===== config.mk =====
export PLATFORM = sky130hd
export DESIGN_NAME = victim_cache
export DESIGN_NICKNAME = d
export VERILOG_FILES = /design/src/rtl/lc3b_types.sv /design/src/rtl/vc_lru_ages.sv /design/src/rtl/victim_cache.sv
export SDC_FILE = /design/constraint.sdc
export NUM_CORES = 2
export LEC_CHECK = 0
export ABC_AREA = 1
export CAP_MARGIN = 20
export CORE_MARGIN = 2
export CORE_UTILIZATION = 45
export CTS_BUF_LIST = sky130_fd_sc_hd__clkbuf_4 sky130_fd_sc_hd__clkbuf_8 sky130_fd_sc_hd__clkbuf_16
export DETAILED_ROUTE_END_ITERATION = 16
export PLACE_DENSITY = 0.65
export SLEW_MARGIN = 30
export SYNTH_ARGS = -nofsm -noshare
export SYNTH_HDL_FRONTEND = slang
export SYNTH_SLANG_ARGS = --single-unit

===== constraint.sdc =====
create_clock -name clk -period 6 [get_ports clk]
set_clock_uncertainty 0.2 [all_clocks]
set_input_delay 1.2 -clock clk [delete_from_list [all_inputs] [get_ports clk]]
set_output_delay 1.2 -clock clk [all_outputs]
set_load 0.01 [all_outputs]

===== src/rtl/lc3b_types.sv =====
// Shared types for the victim cache: FSM state encoding.
package lc3b_types;

  typedef enum logic [2:0] {
    ST_IDLE,
    ST_LOOKUP,
    ST_WB,
    ST_RESP,
    ST_FLUSH,
    ST_FLUSH_WB,
    ST_FLUSH_DONE
  } vc_state_t;

endpackage


===== src/rtl/vc_lru_ages.sv =====
// Per-entry LRU ages; ages always form a permutation of 0..ENTRIES-1.
module vc_lru_ages #(
  parameter  int ENTRIES = 8,
  localparam int IW      = $clog2(ENTRIES)
) (
  input  logic          clk,
  input  logic          rst_n,
  input  logic          touch_en,
  input  logic [IW-1:0] touch_idx,
  output logic [IW-1:0] lru_idx
);

  logic [IW-1:0] age [ENTRIES];
  logic [IW-1:0] touch_age;

  assign touch_age = age[touch_idx];

  for (genvar g = 0; g < ENTRIES; g++) begin : g_age
    always_ff @(posedge clk) begin
      if (!rst_n) begin
        age[g] <= IW'(g);
      end else if (touch_en) begin
        if (touch_idx == IW'(g))       age[g] <= '0;
        else if (age[g] < touch_age)   age[g] <= age[g] + 1'b1;
      end
    end
  end

  // The oldest entry is the unique one holding age ENTRIES-1.
  always_comb begin
    lru_idx = '0;
    for (int i = 0; i < ENTRIES; i++)
      if (age[i] == IW'(ENTRIES - 1)) lru_idx = IW'(i);
  end

endmodule


===== src/rtl/victim_cache.sv =====
// Fully-associative victim cache: parallel lookup, LRU install, dirty writeback, flush.
module victim_cache
  import lc3b_types::*;
#(
  parameter int ENTRIES = 8,
  parameter int ADDR_W  = 12,
  parameter int LINE_W  = 128
) (
  input  logic              clk,
  input  logic              rst_n,
  input  logic              req_valid,
  input  logic [ADDR_W-1:0] req_addr,
  output logic              req_ready,
  input  logic              vic_valid,
  input  logic [ADDR_W-1:0] vic_addr,
  input  logic [LINE_W-1:0] vic_data,
  input  logic              vic_dirty,
  output logic              resp_valid,
  output logic              resp_hit,
  output logic [LINE_W-1:0] resp_data,
  output logic              resp_dirty,
  output logic              wb_valid,
  output logic [ADDR_W-1:0] wb_addr,
  output logic [LINE_W-1:0] wb_data,
  input  logic              wb_ready,
  input  logic              flush_req,
  output logic              flush_done
);

  localparam int IW = $clog2(ENTRIES);

  typedef struct packed {
    logic              valid;
    logic              dirty;
    logic [ADDR_W-1:0] addr;
    logic [LINE_W-1:0] data;
  } vc_entry_t;

  vc_state_t         state;
  vc_entry_t         ent [ENTRIES];
  logic [ADDR_W-1:0] r_addr;
  logic              r_vic_valid;
  logic [ADDR_W-1:0] r_vic_addr;
  logic [LINE_W-1:0] r_vic_data;
  logic              r_vic_dirty;
  logic [IW-1:0]     flush_idx;

  logic          hit, vic_hit, free;
  logic [IW-1:0] hit_idx, vic_idx, free_idx, tgt, ins_idx, lru_idx;
  logic          need_wb, touch_en;

  // Descending scans so the lowest matching index wins.
  always_comb begin
    hit      = 1'b0;
    hit_idx  = '0;
    vic_hit  = 1'b0;
    vic_idx  = '0;
    free     = 1'b0;
    free_idx = '0;
    for (int i = ENTRIES - 1; i >= 0; i--) begin
      if (ent[i].valid && ent[i].addr == r_addr) begin
        hit     = 1'b1;
        hit_idx = IW'(i);
      end
      if (!ent[i].valid) begin
        free     = 1'b1;
        free_idx = IW'(i);
      end
    end
    for (int i = ENTRIES - 1; i >= 0; i--) begin
      if (ent[i].valid && ent[i].addr == r_vic_addr && !(hit && hit_idx == IW'(i))) begin
        vic_hit = 1'b1;
        vic_idx = IW'(i);
      end
    end
    tgt     = free ? free_idx : lru_idx;
    ins_idx = vic_hit ? vic_idx : (hit ? hit_idx : tgt);
    need_wb = r_vic_valid && !hit && !vic_hit && ent[tgt].valid && ent[tgt].dirty;
  end

  assign touch_en  = (state == ST_LOOKUP) && r_vic_valid;
  assign req_ready = (state == ST_IDLE) && !flush_req;

  vc_lru_ages #(.ENTRIES(ENTRIES)) u_lru (
    .clk       (clk),
    .rst_n     (rst_n),
    .touch_en  (touch_en),
    .touch_idx (ins_idx),
    .lru_idx   (lru_idx)
  );

  always_ff @(posedge clk) begin
    if (!rst_n) begin
      state       <= ST_IDLE;
      for (int i = 0; i < ENTRIES; i++) ent[i] <= '0;
      r_addr      <= '0;
      r_vic_valid <= 1'b0;
      r_vic_addr  <= '0;
      r_vic_data  <= '0;
      r_vic_dirty <= 1'b0;
      flush_idx   <= '0;
      resp_valid  <= 1'b0;
      resp_hit    <= 1'b0;
      resp_data   <= '0;
      resp_dirty  <= 1'b0;
      wb_valid    <= 1'b0;
      wb_addr     <= '0;
      wb_data     <= '0;
      flush_done  <= 1'b0;
    end else begin
      case (state)
        ST_IDLE: begin
          if (flush_req) begin
            flush_idx <= '0;
            state     <= ST_FLUSH;
          end else if (req_valid) begin
            r_addr      <= req_addr;
            r_vic_valid <= vic_valid;
            r_vic_addr  <= vic_addr;
            r_vic_data  <= vic_data;
            r_vic_dirty <= vic_dirty;
            state       <= ST_LOOKUP;
          end
        end
        ST_LOOKUP: begin
          resp_hit   <= hit;
          resp_data  <= hit ? ent[hit_idx].data : '0;
          resp_dirty <= hit && ent[hit_idx].dirty;
          // Exclusive: a hit line leaves unless the victim lands in its slot.
          if (hit && (!r_vic_valid || vic_hit)) ent[hit_idx].valid <= 1'b0;
          if (r_vic_valid)
            ent[ins_idx] <= '{valid: 1'b1, dirty: r_vic_dirty, addr: r_vic_addr, data: r_vic_data};
          if (need_wb) begin
            wb_valid <= 1'b1;
            wb_addr  <= ent[tgt].addr;
            wb_data  <= ent[tgt].data;
            state    <= ST_WB;
          end else begin
            resp_valid <= 1'b1;
            state      <= ST_RESP;
          end
        end
        ST_WB: begin
          if (wb_ready) begin
            wb_valid   <= 1'b0;
            resp_valid <= 1'b1;
            state      <= ST_RESP;
          end
        end
        ST_RESP: begin
          resp_valid <= 1'b0;
          state      <= ST_IDLE;
        end
        ST_FLUSH: begin
          ent[flush_idx].valid <= 1'b0;
          ent[flush_idx].dirty <= 1'b0;
          if (ent[flush_idx].valid && ent[flush_idx].dirty) begin
            wb_valid <= 1'b1;
            wb_addr  <= ent[flush_idx].addr;
            wb_data  <= ent[flush_idx].data;
            state    <= ST_FLUSH_WB;
          end else if (flush_idx == IW'(ENTRIES - 1)) begin
            flush_done <= 1'b1;
            state      <= ST_FLUSH_DONE;
          end else begin
            flush_idx <= flush_idx + 1'b1;
          end
        end
        ST_FLUSH_WB: begin
          if (wb_ready) begin
            wb_valid <= 1'b0;
            if (flush_idx == IW'(ENTRIES - 1)) begin
              flush_done <= 1'b1;
              state      <= ST_FLUSH_DONE;
            end else begin
              flush_idx <= flush_idx + 1'b1;
              state     <= ST_FLUSH;
            end
          end
        end
        ST_FLUSH_DONE: begin
          flush_done <= 1'b0;
          state      <= ST_IDLE;
        end
        default: state <= ST_IDLE;
      endcase
    end
  end

endmodule


==> qor_table.md <==
| Parameter | Reported |
|---|---|
| Reg2Reg Depth | 26 |
| Fraction of layout cells with a size suffix above 1 | 0.0611 |
| Cell class contributing the biggest share of worst-path delay | simple AND/OR/NAND/NOR gates |
| Hold violation count in the final report | 0 |
| Total setup buffers inserted after CTS | 0 |
| Largest stage delay on the critical path | 720 ps |
| GRT Residual Overflow | 0 |
| Tightest Hold Check Type | reg -> reg |
| Die height | 437 microns |
| Smallest setup slack after layout | 351 ps |
| Slew Limit Fails | 0 |
| Final cycle utilization of the critical path | 0.942 |
| Critical path capture point type | register |
| EDFF count, synth | 1,152 |
| Final GP Congestion | 1.02 |
| Nets in the synthesized netlist | 10,424 |
| Post-Route WL | 355,000 microns |
| Type of the setup path with the least slack | reg -> reg |
| Final setup vio count | 0 |
| Clock transition at path regs | 60 ps |
| CTS max path bufs | 3 |
| Vias per Instance | 6.46 |
| Ys async rst share | 0 |
| Worst EP arrival | 5980 ps |
| Worst voltage drop across the vdd grid | 413 uV |
| Final core utilization | 0.523 |
| Site Rows | 158 |
| # nets final | 10,351 |
| Share of Yosys cell area claimed by the top area cell type | 0.410 |
| Critical-path maximum fanout | 15 |
| Number of design-rule violations left by the first detailed-router iteration | 11,179 |
| Horizontal die dimension | 437 microns |
| Fin Hold WS | 265 ps |
| Top cells by area, synth | edfxtp_1, o21ai_0, dfxtp_1 |
| Yosys warning total | 0 |
| Top cells by instance count after synthesis | o21ai_0, nor2_1, a21oi_1 |
| Cell area after synthesis | 84,400 sq um |
| Layout Area Growth over Synthesis | 15.2% |
| Crit path buf inv count | 3 |
| Run status | finished, final reports clean |
| Gate count after technology mapping | 10,241 |
| Clock tree from TritonCTS | built |
| Maximum number of pins on one net before global-route repair | 253 |
| Cell with the largest stage delay on the worst path | dfxtp_1 |
| Antenna violations before repair | 4 |
| Total of fill cells in the finished design | 16,998 |
| Core Footprint | 186,000 sq um |
| CP startpoint kind | register |
| Hold buffer count at cts | 0 |
| Detailed-route wire length per cell | 27.8 microns |
| Port-buffer cells | 432 |
| Placed wire-length estimate | 202,000 microns |
| Max cap viols | 0 |
| Overall fraction of global-route tracks in use | 0.357 |
| Clock insertion delay at the later pin of the skew report | 850 ps |
| Flip-flop and latch count after synthesis | 1,596 |
| Maximum level of the CTS H-tree | 4 |
| DRC violation count after routing | 0 |
| Most frequently used cell type in the post-synthesis netlist | o21ai_0 |
| FMAX | 177 MHz |
| Area taken by multi-input logic gates | 34,300 sq um |
| Part of the Yosys area used for sequential elements | 0.515 |
| Transition at the pin with the smallest max-transition slack | 1120 ps |
| Number of gates resized after CTS | 0 |
| Initial Util | 0.454 |
| Critical path depth in cells | 26 |
| Count of cell types in the netlist | 58 |
| Ys flop type | edfxtp_1 |
| Clock Sinks | 1,596 |
| Required time of the worst setup path | 6330 ps |
| Vias | 82,663 |
| Length of the first detailed-routing pass in iterations | 15 |
| Number of global-route vias before repair | 78,375 |
| Unrepaired setup endpoints after global routing | false |
| # IOs | 433 |
| Worst slack, placed | 536 ps |
| Areal power density over the cells | 351 nW/um^2 |
| Sequential standard cell area | 43,500 sq um |
| Cts bufs inserted | 178 |
| Worst hold path stage count | 2 |
| Largest area contributor in the netlist | edfxtp_1 |
| Leakage power figure | 34.7 nW |
| Die area | 191,000 sq um |
| Antenna Nets Post-Route | 0 |
| Synth Area per Inst | 8.24 sq um |
| First-pass GRT wire length | 512,000 microns |
| Clock period minus worst slack | 5650 ps |
| Top cell by count, worst path | nand2_1 |
| Cell chosen for the clock root | clkbuf_16 |
| Worst slew margin relative to its limit | 0.253 |
[final cells by class]
class	instances	area share
Timing Repair Buffer	647	0.0733
Tap cell	2480	0.0319
Sequential cell	1596	0.447
Clock buffer	263	0.0559
Antenna cell	1	0.0000257
Clock inverter	70	0.00515
Multi-Input combinational cell	6887	0.352
Inverter	858	0.0340
[final timing paths]
kind | end | start | slack (ps)
worst max-delay path | u_lru.age[7][1] | r_addr[5] | 350
worst min-delay path | resp_data[118] | resp_data[118] | 260
worst min register to register | resp_data[118] | resp_data[118] | 260
worst max register to register | u_lru.age[7][1] | r_addr[5] | 350
[metrics by stage]
stage	TNS, ps	area (sq um)	total power, mW	cells
3_5_place_dp	0	91100	22.9	12459
3_3_place_gp	0	91100	22.7	12459
5_1_grt	0	97200	35.3	12801
2_1_floorplan	-75580	84400	19.0	10241
4_1_cts	0	97000	33.8	12792
6_report	0	97200	34.1	12802
[power by group]
part	switching (mW)	total (mW)	internal, mW
Combinational	7.01	9.73	2.72
Sequential	0.720	13.3	12.6
Clock	4.70	11.1	6.38
[logic make-up (layout without fill, tap and decap cells)]
| kind of cell | after synthesis | in the layout | synth area share |
|---|---|---|---|
| xor+xnor | 61 | 61 | 0.00633 |
| fa+ha+maj | 24 | 24 | 0.00356 |
| compound gates | 3986 | 3986 | 0.256 |
| buf+inv | 1758 | 1838 | 0.0808 |
| simple gates | 2816 | 2816 | 0.138 |
| other cells | 0 | 1 | 0 |
| flops | 1596 | 1596 | 0.515 |
[cells in the final DEF (no fill, tap or decap), types with 79 or more instances in the layout]
cell	instances
edfxtp_1	1152
clkdlybuf4s50_1	431
nand2_1	584
clkinv_1	150
o22ai_1	621
nor2_1	1543
buf_12	84
a21oi_1	1154
nand3_1	590
o21ai_1	87
clkbuf_16	191
dfxtp_1	442
buf_4	120
a211oi_1	121
a311oi_1	79
inv_1	684
o21ai_0	1794
[routing by layer]
metal / share of wire / up-vias / track usage
li1: - / 36171 / -
met1: 0.37 / 39237 / 0.454
met2: 0.45 / 5867 / 0.561
met3: 0.11 / 1382 / 0.0607
met4: 0.071 / 6 / 0.233
met5: 0.000084 / - / 0
[flip-flops by register name, summed over array words and instances, names as in the netlist, 12 cells and up, named ones only]
register    cells
ent          1136
r_addr         12
r_vic_addr     12
r_vic_data    128
resp_data     128
u_lru.age      24
wb_addr        12
wb_data       128
[worst reg2reg max path, cell delays in order (launching register included)]
cell      delay [ps]
dfxtp_1          720
inv_2            270
nand2_1          210
o21ai_0          150
nor2_1           170
nand2_1           70
nor2_1            80
nand2_1          110
nand2_1          110
nor2_1            90
nor2_4           210
buf_4            330
nand3_1          110
nand2_1           90
nand2_1          100
nor2_4           220
a21boi_2         100
nand2_4          150
nand2_4          100
nand2_1          170
o22ai_1           90
o32a_1           510
ha_1             250
or3_1            360
inv_1            120
nand2_1           90
nand3_1          140
No activity file was read; power rests on OpenSTA's default activity.
